File: config.mk
export PLATFORM = sky130hd
export DESIGN_NAME = axi4stream_wr_arbiter
export DESIGN_NICKNAME = d
export VERILOG_FILES = /design/src/rtl/axi4stream_wr_arbiter.sv
export SDC_FILE = /design/constraint.sdc
export NUM_CORES = 1
export LEC_CHECK = 0
export BUFFER_PORTS_ARGS = -buffer_cell sky130_fd_sc_hd__buf_4
export CORE_AREA = 2 2 644 646
export DETAILED_ROUTE_END_ITERATION = 12
export DIE_AREA = 0 0 646 648
export MAX_ROUTING_LAYER = met4
export PLACE_DENSITY = 0.3
export SLEW_MARGIN = 20
export SYNTH_ARGS = -nofsm -noshare
export SYNTH_HDL_FRONTEND = slang
export SYNTH_SLANG_ARGS = --single-unit
File: constraint.sdc
create_clock -name CLK_I -period 3.7 [get_ports CLK_I]
set_input_delay 0.925 -clock CLK_I [delete_from_list [all_inputs] [get_ports CLK_I]]
set_output_delay 0.925 -clock CLK_I [all_outputs]
set_load 0.005 [all_outputs]
File: src/rtl/axi4stream_wr_arbiter.sv
// axi4stream_wr_arbiter
//   Shares one downstream AW+W write path among NUM_PORTS requesters.
//   Round-robin arbitration per burst; a grant is held from arbitration until
//   the WLAST beat of that requester's burst is accepted downstream. All
//   downstream outputs are combinational muxes of the registered grant; the
//   downstream register slice provides timing isolation.
//
// Ports
//   CLK_I, RSTN_I                  clock, synchronous active-low reset
//   S_AW{LEN,SIZE,VALID}/S_AWREADY per-requester address channels (packed)
//   S_W{VALID,DATA,STRB,LAST}/S_WREADY per-requester write data (packed)
//   M_AW{PORT,LEN,SIZE,VALID}/M_AWREADY downstream address channel
//   M_W{VALID,DATA,STRB,LAST}/M_WREADY  downstream write data channel
//   GRANT_O  one-hot grant (0 when idle)
//   BUSY_O   high in ADDR and DATA
//   ERR_O    sticky burst-length error
//
// Optional feature macro: AXI4STREAM_WR_ARB_LENCHK_EN
//   Defined: beat counter checks each burst's WLAST position against the
//   latched AWLEN and sets ERR_O (sticky) on a mismatch.
//   Undefined: no counter, ERR_O tied low.

module axi4stream_wr_arbiter #(
  parameter int NUM_PORTS    = 4,
  parameter int AWPORT_WIDTH = 2,
  parameter int AWLEN_WIDTH  = 16,
  parameter int AWSIZE_WIDTH = 16,
  parameter int WIDTH        = 256
) (
  input  logic                              CLK_I,
  input  logic                              RSTN_I,
  input  logic [NUM_PORTS*AWLEN_WIDTH-1:0]  S_AWLEN,
  input  logic [NUM_PORTS*AWSIZE_WIDTH-1:0] S_AWSIZE,
  input  logic [NUM_PORTS-1:0]              S_AWVALID,
  output logic [NUM_PORTS-1:0]              S_AWREADY,
  input  logic [NUM_PORTS-1:0]              S_WVALID,
  output logic [NUM_PORTS-1:0]              S_WREADY,
  input  logic [NUM_PORTS*WIDTH-1:0]        S_WDATA,
  input  logic [NUM_PORTS*WIDTH/8-1:0]      S_WSTRB,
  input  logic [NUM_PORTS-1:0]              S_WLAST,
  output logic [AWPORT_WIDTH-1:0]           M_AWPORT,
  output logic [AWLEN_WIDTH-1:0]            M_AWLEN,
  output logic [AWSIZE_WIDTH-1:0]           M_AWSIZE,
  output logic                              M_AWVALID,
  input  logic                              M_AWREADY,
  output logic                              M_WVALID,
  input  logic                              M_WREADY,
  output logic [WIDTH-1:0]                  M_WDATA,
  output logic [WIDTH/8-1:0]                M_WSTRB,
  output logic                              M_WLAST,
  output logic [NUM_PORTS-1:0]              GRANT_O,
  output logic                              BUSY_O,
  output logic                              ERR_O
);

  localparam int IDXW = (NUM_PORTS > 1) ? $clog2(NUM_PORTS) : 1;
  localparam int SW   = WIDTH / 8;

  localparam logic [1:0] ST_IDLE = 2'd0;
  localparam logic [1:0] ST_ADDR = 2'd1;
  localparam logic [1:0] ST_DATA = 2'd2;

  logic [1:0]           state_q, state_d;
  logic [IDXW-1:0]      ptr_q, ptr_d;
  logic [IDXW-1:0]      gidx_q, gidx_d;
  logic [NUM_PORTS-1:0] grant_q, grant_d;

  // Per-requester views of the packed input buses
  logic [AWLEN_WIDTH-1:0]  awlen_a  [NUM_PORTS];
  logic [AWSIZE_WIDTH-1:0] awsize_a [NUM_PORTS];
  logic [WIDTH-1:0]        wdata_a  [NUM_PORTS];
  logic [SW-1:0]           wstrb_a  [NUM_PORTS];

  for (genvar p = 0; p < NUM_PORTS; p++) begin : g_unpack
    assign awlen_a[p]  = S_AWLEN[p*AWLEN_WIDTH +: AWLEN_WIDTH];
    assign awsize_a[p] = S_AWSIZE[p*AWSIZE_WIDTH +: AWSIZE_WIDTH];
    assign wdata_a[p]  = S_WDATA[p*WIDTH +: WIDTH];
    assign wstrb_a[p]  = S_WSTRB[p*SW +: SW];
  end

  // Round-robin pick: walk offsets from highest to lowest so the candidate
  // closest to ptr (searching upward with wrap) is the one left standing.
  logic            pick_vld;
  logic [IDXW-1:0] pick_idx;
  logic [IDXW-1:0] cand;

  always_comb begin
    pick_vld = 1'b0;
    pick_idx = '0;
    cand     = '0;
    for (int i = NUM_PORTS - 1; i >= 0; i--) begin
      cand = IDXW'((int'(ptr_q) + i) % NUM_PORTS);
      if (S_AWVALID[cand]) begin
        pick_vld = 1'b1;
        pick_idx = cand;
      end
    end
  end

  logic in_addr, in_data, aw_hs, wlast_hs;
  assign in_addr  = (state_q == ST_ADDR);
  assign in_data  = (state_q == ST_DATA);
  assign aw_hs    = in_addr & M_AWVALID & M_AWREADY;
  assign wlast_hs = in_data & M_WVALID & M_WREADY & M_WLAST;

  always_comb begin
    state_d = state_q;
    ptr_d   = ptr_q;
    gidx_d  = gidx_q;
    grant_d = grant_q;
    case (state_q)
      ST_IDLE: if (pick_vld) begin
        state_d = ST_ADDR;
        gidx_d  = pick_idx;
        grant_d = {{(NUM_PORTS-1){1'b0}}, 1'b1} << pick_idx;
      end
      ST_ADDR: if (aw_hs) state_d = ST_DATA;
      ST_DATA: if (wlast_hs) begin
        state_d = ST_IDLE;
        grant_d = '0;
        ptr_d   = (gidx_q == IDXW'(NUM_PORTS - 1)) ? '0 : gidx_q + 1'b1;
      end
      default: begin
        state_d = ST_IDLE;
        grant_d = '0;
      end
    endcase
  end

  always_ff @(posedge CLK_I) begin
    if (!RSTN_I) begin
      state_q <= ST_IDLE;
      ptr_q   <= '0;
      gidx_q  <= '0;
      grant_q <= '0;
    end else begin
      state_q <= state_d;
      ptr_q   <= ptr_d;
      gidx_q  <= gidx_d;
      grant_q <= grant_d;
    end
  end

  // Downstream muxes; everything reads zero while idle
  always_comb begin
    M_AWPORT  = '0;
    M_AWLEN   = '0;
    M_AWSIZE  = '0;
    M_AWVALID = 1'b0;
    S_AWREADY = '0;
    M_WVALID  = 1'b0;
    M_WDATA   = '0;
    M_WSTRB   = '0;
    M_WLAST   = 1'b0;
    S_WREADY  = '0;
    if (in_addr | in_data) begin
      M_AWPORT = AWPORT_WIDTH'(gidx_q);
      M_AWLEN  = awlen_a[gidx_q];
      M_AWSIZE = awsize_a[gidx_q];
    end
    if (in_addr) begin
      M_AWVALID = S_AWVALID[gidx_q];
      S_AWREADY = grant_q & {NUM_PORTS{M_AWREADY}};
    end
    if (in_data) begin
      M_WVALID = S_WVALID[gidx_q];
      M_WDATA  = wdata_a[gidx_q];
      M_WSTRB  = wstrb_a[gidx_q];
      M_WLAST  = S_WLAST[gidx_q];
      S_WREADY = grant_q & {NUM_PORTS{M_WREADY}};
    end
  end

  assign GRANT_O = grant_q;
  assign BUSY_O  = in_addr | in_data;

`ifdef AXI4STREAM_WR_ARB_LENCHK_EN
  logic                   w_hs;
  logic [AWLEN_WIDTH:0]   cnt_q;
  logic [AWLEN_WIDTH-1:0] len_q;
  logic                   err_q;

  assign w_hs = in_data & M_WVALID & M_WREADY;

  // A beat is in error when its WLAST disagrees with being beat AWLEN:
  // early WLAST, or reaching AWLEN+1 beats without WLAST.
  always_ff @(posedge CLK_I) begin
    if (!RSTN_I) begin
      cnt_q <= '0;
      len_q <= '0;
      err_q <= 1'b0;
    end else begin
      if (aw_hs) begin
        len_q <= M_AWLEN;
        cnt_q <= '0;
      end else if (w_hs) begin
        cnt_q <= cnt_q + 1'b1;
      end
      if (w_hs && (M_WLAST != (cnt_q == {1'b0, len_q}))) err_q <= 1'b1;
    end
  end

  assign ERR_O = err_q;
`else
  assign ERR_O = 1'b0;
`endif

endmodule

---- Word-level counts from Yosys, hierarchy flattened ----
Cells that the tools add are included.
operators by class
  equality and inequality tests ........... 6
  multiplexer cells ....................... 52
  add/sub/neg operators ................... 4
  shifts and indexed selects .............. 1
  magnitude comparators ................... 6
  bitwise logic cells ..................... 10
  reduce and logical (&&, ||, !) cells .... 5
operators by type and width
  cell                                                                   count
  256-bit 2-to-1 mux                                                     3
  256-bit binary-select mux with 2-bit select                            1
  16-bit 2-to-1 mux                                                      6
  32-bit 2-to-1 mux                                                      3
  16-bit binary-select mux with 2-bit select                             2
  32-bit binary-select mux with 2-bit select                             1
  2-bit 2-to-1 mux                                                       9
  4-bit 2-to-1 mux                                                       4
  2-bit by 3-bit < comparator with 1-bit output (second input constant)  5
  1-bit binary-select mux with 2-bit select                              7
  1-bit 2-to-1 mux                                                       14
  4-bit one-hot mux with 3 select lines                                  1
  4-bit bitwise AND                                                      2
  2-bit one-hot mux with 3 select lines                                  1
  3-bit AND reduction                                                    2
  1-bit bitwise AND                                                      5
  2-bit by 1-bit adder with 2-bit output (second input constant)         2
  2-bit adder (second input constant)                                    2
  2-bit == test (second input constant)                                  2
  2-bit by 1-bit != test with 1-bit output (second input constant)       2
  2-bit AND reduction                                                    2
  1-bit by 2-bit left shift with 4-bit output (first input constant)     1
  3-bit greater-or-equal comparator (second input constant)              1
  2-bit inverter with 3-bit output                                       1
  5 further kinds                                                        5
word-level totals
  logic and storage cells ................. 88
  output and inout bits ................... 339
  flip-flop bits (word level) ............. 10
  input port bits ......................... 1296

---- Longest topological paths before layout ----
Gate-level depths: netlist of run 1.
  depth in word-level cells ............... 10
  depth in mapped cells ................... 8
  depth with buffers taken out ............ 7

---- Least setup slack after synthesis of run 1 ----
Ideal clock, no wire load.
  path type ............................... input to output
  from .................................... input S_AWVALID[3]
  to ...................................... output M_AWVALID
  data required time ...................... 2775 ps
  data arrival time ....................... 1549 ps
  buffers on the path ..................... 0
  setup slack ............................. 1226 ps
  stages .................................. 2
  cell sequence ........................... mux4_2 and2_1
between the ends
  word-level cells in the longest chain between the ends .. 3
RTL lines
  element                                    RTL line  RTL
  from (decl)                                34        input logic [NUM_PORTS-1:0] S_AWVALID,
  1-bit binary-select mux with 2-bit select  162       M_AWVALID = S_AWVALID[gidx_q];
  1-bit 2-to-1 mux (implied by the code)     162
  1-bit 2-to-1 mux                           161       if (in_addr) begin
  to (decl)                                  44        output logic M_AWVALID,
Every way passes these cells. The select of a mux whose other input is x is not followed.

---- Final worst setup path of run 1 ----
  from .................................... register gidx_q[1]
  to ...................................... output M_WSTRB[23]
between the ends
  word-level cells in the longest chain between the ends .. 5
RTL lines
  element                                                 RTL line  RTL
  from (decl)                                             65        logic [IDXW-1:0] gidx_q, gidx_d;
  from (signal assigned)                                  139       gidx_q <= gidx_d;
  2-bit inverter with 3-bit output (implied by the code)  168       M_WSTRB = wstrb_a[gidx_q];
  32-bit binary-select mux with 2-bit select              168
  32-bit 2-to-1 mux (implied by the code) (2 in series)   168
  32-bit 2-to-1 mux                                       165       if (in_data) begin
  to (decl)                                               49        output logic [WIDTH/8-1:0] M_WSTRB,
Every way passes these cells. The select of a mux whose other input is x is not followed.

==> results of run 1 <==
==> flip-flops by register name (all words and copies together) (netlist names) <==
name / flops
GRANT_O: 4
gidx_q: 2
ptr_q: 2
state_q: 2
==> layer usage <==
layer  up-vias  wire length, um  share of wire, %  GRT usage [%]
met2      1594           144000                47           23.4
met1      8789           109000                36           15.0
met3       446            45100                15           8.51
li1       6825                -                 -              -
met5         -                0                 0              -
met4         0             7090               2.3           2.55
==> cells in the final DEF (no fill, tap or decap), types with 4 or more instances in the layout <==
master    instances
inv_1             6
nand2b_1          4
and3_1            9
nand2_1           5
dfxtp_1           8
a21oi_1           4
mux2i_1           7
buf_12           18
diode_2         154
mux4_2          321
and2_1          324
nor2b_1           6
a32o_1            5
buf_4          1664
==> stage by stage <==
step / instance area (um^2) / hold slack (ns) / std cells / total power, mW / setup slack [ns]
after floorplan: 10700 / 0.468 / 833 / 1.52 / 1.23
after global placement: 29700 / 0.527 / 7879 / 3.83 / 0.493
after detailed placement: 29700 / 0.536 / 7879 / 3.83 / 0.494
after CTS: 29800 / 0.551 / 7883 / 4.05 / 0.263
after global routing: 30100 / 0.575 / 8014 / 4.16 / 0.259
final: 30200 / 0.541 / 8037 / 3.92 / 0.352
==> cell type report <==
type / instances / area [um^2] / share of cell area [%]
Inverter: 6 / 22.5 / 0.0747
Clock buffer: 4 / 78.8 / 0.261
Tap cell: 5474 / 6850 / 22.7
Sequential cell: 10 / 208 / 0.689
Multi-Input combinational cell: 707 / 9760 / 32.4
Antenna cell: 154 / 385 / 1.28
Timing Repair Buffer: 1682 / 12900 / 42.6
==> kinds of logic (layout without fill, tap and decap cells) <==
group           after synthesis  in the layout  share of synthesized area, %
simple gates                354            354                          20.7
mux                         330            330                          68.6
buf+inv                     116           1692                          6.74
compound gates               18             18                          1.50
flops                        10             10                          1.88
fa+ha+maj                     4              4                         0.469
other cells                   1            155                        0.0352
==> power groups by stage <==
| stage | clock, mW | sequential [mW] | combinational (mW) |
|---|---|---|---|
| 2_1_floorplan | 0 | 0.126 | 1.39 |
| 3_3_place_gp | 0 | 0.156 | 3.67 |
| 3_5_place_dp | 0 | 0.156 | 3.67 |
| 4_1_cts | 0.200 | 0.155 | 3.69 |
| 5_1_grt | 0.206 | 0.153 | 3.80 |
| 6_report | 0.197 | 0.149 | 3.58 |
==> worst max path at each step <==
stage	startpoint	depth (start not counted)	to	slack, ns
2_1_floorplan	S_AWVALID[3]	2	M_AWVALID	1.23
3_3_place_gp	S_WDATA[99]	4	M_WDATA[99]	0.49
3_5_place_dp	S_WDATA[99]	4	M_WDATA[99]	0.49
4_1_cts	gidx_q[1]	5	M_WDATA[106]	0.26
5_1_grt	gidx_q[1]	5	M_WDATA[106]	0.26
6_report	gidx_q[1]	5	M_WSTRB[23]	0.35
==> impl_metrics.py, run 1 <==
metrics = {
    "detailed_routing": {
        "wl_per_cell_um": 38.0,
        "drt_first_pass_iters": 5,
        "via_count": 17700,
        "totalWireLength_um": 306000,
        "drt_iter0_drc": 1140,
        "drc": 0,
        "ant_nets": 0,
        "viasPerCell": 2.20,
    },
    "synth": {
        "synth_flop_cell": "dfxtp_1",
        "async_flop_share_pct": 0,
        "synth_common_cells": "and2_1 (324), mux4_2 (321), clkbuf_1 (38)",
        "syn-num-nets": 2133,
        "syn_avg_cell_area_um2": 12.8,
        "syn-cell-area_um2": 10700,
        "ys_types": 31,
        "synth_top_area_cell": "mux4_2",
        "ys_seq_area_share_pct": 1.88,
        "yosys_warnings": 0,
        "synthCells": 833,
        "netlist.area_leader.share_pct": 67.8,
        "yosysMostFrequentCell": "and2_1",
        "synth-seq-cells": 10,
        "synth_enable_flop_cells": 0,
        "synth_top_cells_by_area": "mux4_2 (68%), and2_1 (19%), buf_6 (2.7%)",
    },
    "setup_path": {
        "r2r_start": "gidx_q[1]",
        "rr_worst_depth": 7,
        "crit_path_start_kind": "flop",
        "cpMaxStageDelayCell": "dfxtp_4",
        "crit_top_cell": "buf_4",
        "crit_fanout": 16,
        "crit_buf_inv": 3,
        "critical_path.cell_chain": "buf_12 -> buf_4 -> mux4_2 -> and2_1 -> buf_4",
        "crit_family": "buffers and inverters",
        "crit_required_ns": 2.77,
        "worst-r2r-setup-slack_ns": 1.21,
        "worstReg2RegEnd": "state_q[1]",
        "slowest_delay_ns": 0.69,
        "end_kind": "output pin",
        "cp.arrival_ns": 2.42,
        "worstSetupPathType": "reg -> out",
    },
    "final_layout": {
        "final_core_util_pct": 7.32,
        "drive_gt1_share_pct": 83.7,
        "fin_nets": 3710,
        "area_growth_pct": 183,
        "fill_cells": 48400,
    },
    "cts": {
        "post_cts_resize_count": 0,
        "cts-buffers-inserted": 3,
        "clock_path_buffers": 2,
        "cts_sinks": 10,
        "cts_tree": "done",
        "post_cts_buffers": 0,
        "clk_latency_ns": 0.24,
        "cts_htree_levels": 1,
        "hold_buffers": 0,
        "clockRootBuffer": "clkbuf_16",
        "clk_pin_slew_ns": 0.04,
    },
    "min_path": {
        "worstHoldPathCells": 1,
        "hold_end": "state_q[0]",
        "min_path_type": "reg -> reg",
        "min-delay-start": "state_q[0]",
    },
    "timing": {
        "worst_pin_slew_ns": 0.686,
        "slew_violations": 0,
        "fmax_ghz": 0.299,
        "hold_viol": 0,
        "finalCritPeriodShare_pct": 90.5,
        "max_slew_margin_pct": 54.0,
        "skew_ns": 0.00347,
        "setup_viol": 0,
        "period_needed_ns": 3.35,
        "rsz0062_at_grt": "false",
        "setup_tns_ns": 0,
    },
    "die": {
        "ios": 1635,
        "std_cell_rows": 236,
        "core_region_area_um2": 412000,
        "die_area_um2": 419000,
        "die_w_um": 646,
        "start_util_pct": 2.59,
        "fp.dieH_um": 648,
    },
    "pwr": {
        "clockPowerShare_pct": 5.0,
        "p_switching_mw": 1.61,
        "comb_power_share_pct": 91.2,
        "switching_share_pct": 41.1,
        "p_per_area_nw_per_um2": 130,
        "internal-power_mw": 2.31,
        "p_leak_nw": 11.4,
        "pwr-share-seq_pct": 3.8,
        "vdd_drop_max_uv": 149,
    },
    "place": {
        "place_hpwl_um": 293000,
        "gp_congestion": 0.939,
        "port_buffers": 1633,
    },
    "grt": {
        "grt_antenna_before_repair": 418,
        "grt_pass1_vias": 17600,
        "grt_start_max_net_pins": 111,
        "grt_pass1_wl_um": 344000,
        "overflow": 0,
        "grtUsageTotal_pct": 14.3,
    },
    "status": {
        "outcome": "completed",
    },
    "job": {
        "drv_cap": 0,
    },
}
No activity file was read; power rests on OpenSTA's default activity.
==> inputs of run 2 (changes only) <==
ABC_AREA = 1   (was not set)
CORE_AREA = 2 2 641 643   (was 2 2 644 646)
DIE_AREA = 0 0 643 645   (was 0 0 646 648)
==> impl_metrics.py, run 2 <==
metrics = {
    "status": {
        "outcome": "complete, but fails checks",
        "failed_checks": "setup timing",
    },
    "die": {
        "start_util_pct": 2.83,
        "ios": 1635,
        "die_w_um": 643,
        "fp.dieH_um": 645,
        "core_region_area_um2": 408000,
        "std_cell_rows": 235,
        "die_area_um2": 415000,
    },
    "synth": {
        "netlist.area_leader.share_pct": 42.0,
        "async_flop_share_pct": 0,
        "synthCells": 2654,
        "ys_types": 23,
        "yosys_warnings": 0,
        "yosysMostFrequentCell": "nor2_1",
        "synth_flop_cell": "dfxtp_1",
        "synth_top_area_cell": "nor2_1",
        "synth_common_cells": "nor2_1 (1292), o21ai_0 (574), a21oi_1 (329)",
        "synth_enable_flop_cells": 0,
        "synth-seq-cells": 10,
        "syn_avg_cell_area_um2": 4.35,
        "syn-num-nets": 3954,
        "ys_seq_area_share_pct": 1.73,
        "synth_top_cells_by_area": "nor2_1 (42%), o21ai_0 (25%), a21oi_1 (14%)",
        "syn-cell-area_um2": 11500,
    },
    "pwr": {
        "p_per_area_nw_per_um2": 524,
        "vdd_drop_max_uv": 522,
        "p_leak_nw": 13.2,
    },
    "final_layout": {
        "largest_register_ffs": 4,
        "layout_commonest_cell": "buf_4",
        "area_growth_pct": 175,
        "fill_cells": 49000,
        "final_cell_mix": "buf_4 (1776), nor2_1 (1292), o21ai_0 (550)",
        "final_area_um2": 31800,
        "fin_nets": 5516,
        "drive_gt1_share_pct": 43.5,
    },
    "cts": {
        "clk_latency_ns": 0.24,
        "cts_tree": "done",
        "cts-buffers-inserted": 3,
        "clockRootBuffer": "clkbuf_16",
        "cts_htree_levels": 1,
        "post_cts_buffers": 0,
        "clk_pin_slew_ns": 0.05,
        "cts_sinks": 10,
        "clock_path_buffers": 2,
    },
    "timing": {
        "max_slew_margin_pct": 8.69,
        "period_needed_ns": 3.71,
        "finalCritPeriodShare_pct": 100,
        "skew_ns": 0.00905,
        "slew_violations": 0,
        "worst_pin_slew_ns": 1.36,
        "hold_viol": 0,
        "rsz0062_at_grt": "false",
        "fin_ws_ns": -0.0117,
        "fmax_ghz": 0.269,
        "setup_viol": 1,
    },
    "min_path": {
        "min-delay-start": "GRANT_O[2]",
        "min_path_type": "reg -> reg",
    },
    "detailed_routing": {
        "via_count": 25700,
        "drt_first_pass_iters": 5,
        "drc": 0,
        "wl_met1_um": 108000,
        "wl_per_cell_um": 32.7,
        "drt_iter0_drc": 1619,
        "totalWireLength_um": 320000,
        "dr_wl_met3_um": 36400,
        "viasPerCell": 2.63,
        "top_layer_used": "met4",
        "ant_nets": 0,
        "wl_met2_um": 167000,
    },
    "setup_path": {
        "rr_worst_depth": 12,
        "worstSetupPathType": "reg -> out",
        "cp.arrival_ns": 2.79,
        "worstReg2RegEnd": "GRANT_O[0]",
        "worst-r2r-setup-slack_ns": 0.61,
        "crit_start": "gidx_q[0]",
        "crit_path_start_kind": "flop",
        "end_kind": "output pin",
        "cp-endpoint": "M_WDATA[247]",
        "crit_required_ns": 2.77,
        "critical_path.cell_chain": "buf_12 -> buf_12 -> buf_4 -> nor2_1 -> nor2_1 -> o21ai_1 -> a21oi_2 -> buf_4",
        "crit_fanout": 24,
        "r2r_start": "gidx_q[0]",
        "slowest_delay_ns": 0.68,
        "cpMaxStageDelayCell": "a21oi_2",
    },
    "place": {
        "port_buffers": 1633,
        "place_ws_ns": -0.147,
        "placed_area_um2": 31400,
        "place_hpwl_um": 296000,
        "gp_congestion": 0.920,
    },
    "job": {
        "drv_cap": 0,
    },
    "grt": {
        "overflow": 0,
        "grt_pass1_wl_um": 374000,
        "grtUsageTotal_pct": 15.1,
        "grt_pass1_vias": 25400,
        "grt_start_max_net_pins": 101,
        "grt_antenna_before_repair": 333,
    },
}
[run 2: cell count changes after synthesis, sizes merged, moves of 18 or more]
cell	before	now
nor2	3	1293
o21ai	2	648
a21oi	4	329
and2	324	0
mux4	321	0
clkbuf	38	154
nand2	5	59
buf	72	98
inv	6	27
nand3	0	18
[run 2: power by group]
part | switching, mW | internal, mW | total (mW)
sequential | 0.0469 | 0.145 | 0.192
combinational | 10.9 | 5.37 | 16.3
clock | 0.0567 | 0.142 | 0.199
total | 11.0 | 5.66 | 16.7
[run 2: area by class of cell]
type | count | area (um^2) | share of cell area, %
Timing Repair Buffer | 1809 | 14000 | 44.1
Multi-Input combinational cell | 2364 | 10200 | 32.3
Tap cell | 5451 | 6820 | 21.5
Antenna cell | 110 | 275 | 0.867
Sequential cell | 10 | 208 | 0.654
Inverter | 28 | 128 | 0.402
Clock buffer | 3 | 75.1 | 0.236
Clock inverter | 1 | 3.75 | 0.0118
[run 2: timing repair]
item / in CTS / in global routing
endpoints found under the setup margin: 4 / 1
gates resized for setup: 6 / 1
hold buffers: 0 / 0
[run 2: worst min-delay path by stage]
stage                            end  slack, ns  cells after the start
after detailed placement  GRANT_O[2]       0.49                      2
after global routing      GRANT_O[0]       0.52                      2
after CTS                 GRANT_O[2]       0.50                      2
after global placement    GRANT_O[1]       0.50                      2
after floorplan           state_q[1]       0.47                      2
final                     GRANT_O[2]       0.50                      2
[run 2: metrics by stage]
step           util (%)  cells  total power, mW  hold WS, ns  setup TNS, ns
5_1_grt            7.78   9769             18.1        0.523              0
4_1_cts            7.71   9666             17.4        0.499              0
2_1_floorplan         -   2654             6.48        0.472              0
3_3_place_gp       7.68   9662             17.3        0.496         -0.953
6_report           7.78   9776             16.7        0.497        -0.0117
3_5_place_dp       7.69   9662             17.1        0.494         -0.147
[run 2: worst max-delay path: cells and delay by family, from the launching register on]
kind,cells,cell delay [ns]
flops,1,0.38
buf+inv,4,0.91
compound gates,2,1.05
simple gates,2,0.14
[run 2: kinds of logic (layout without fill, tap and decap cells)]
group,Yosys count,in the layout,share of synthesized area [%]
other,1,111,0.0325
adder cells (fa/ha/maj),4,4,0.433
buffers and inverters,280,1841,10.1
AND/OR/NAND/NOR,1379,1379,45.2
AO/OA/AOI/OAI,980,980,42.6
flip-flops,10,10,1.73
[run 2: routing by layer]
metal | vias to the layer above | global-route usage, %
li1 | 12000 | -
met1 | 11700 | 14.3
met2 | 1473 | 27.9
met3 | 457 | 7.27
met4 | 0 | 2.76
met5 | - | -
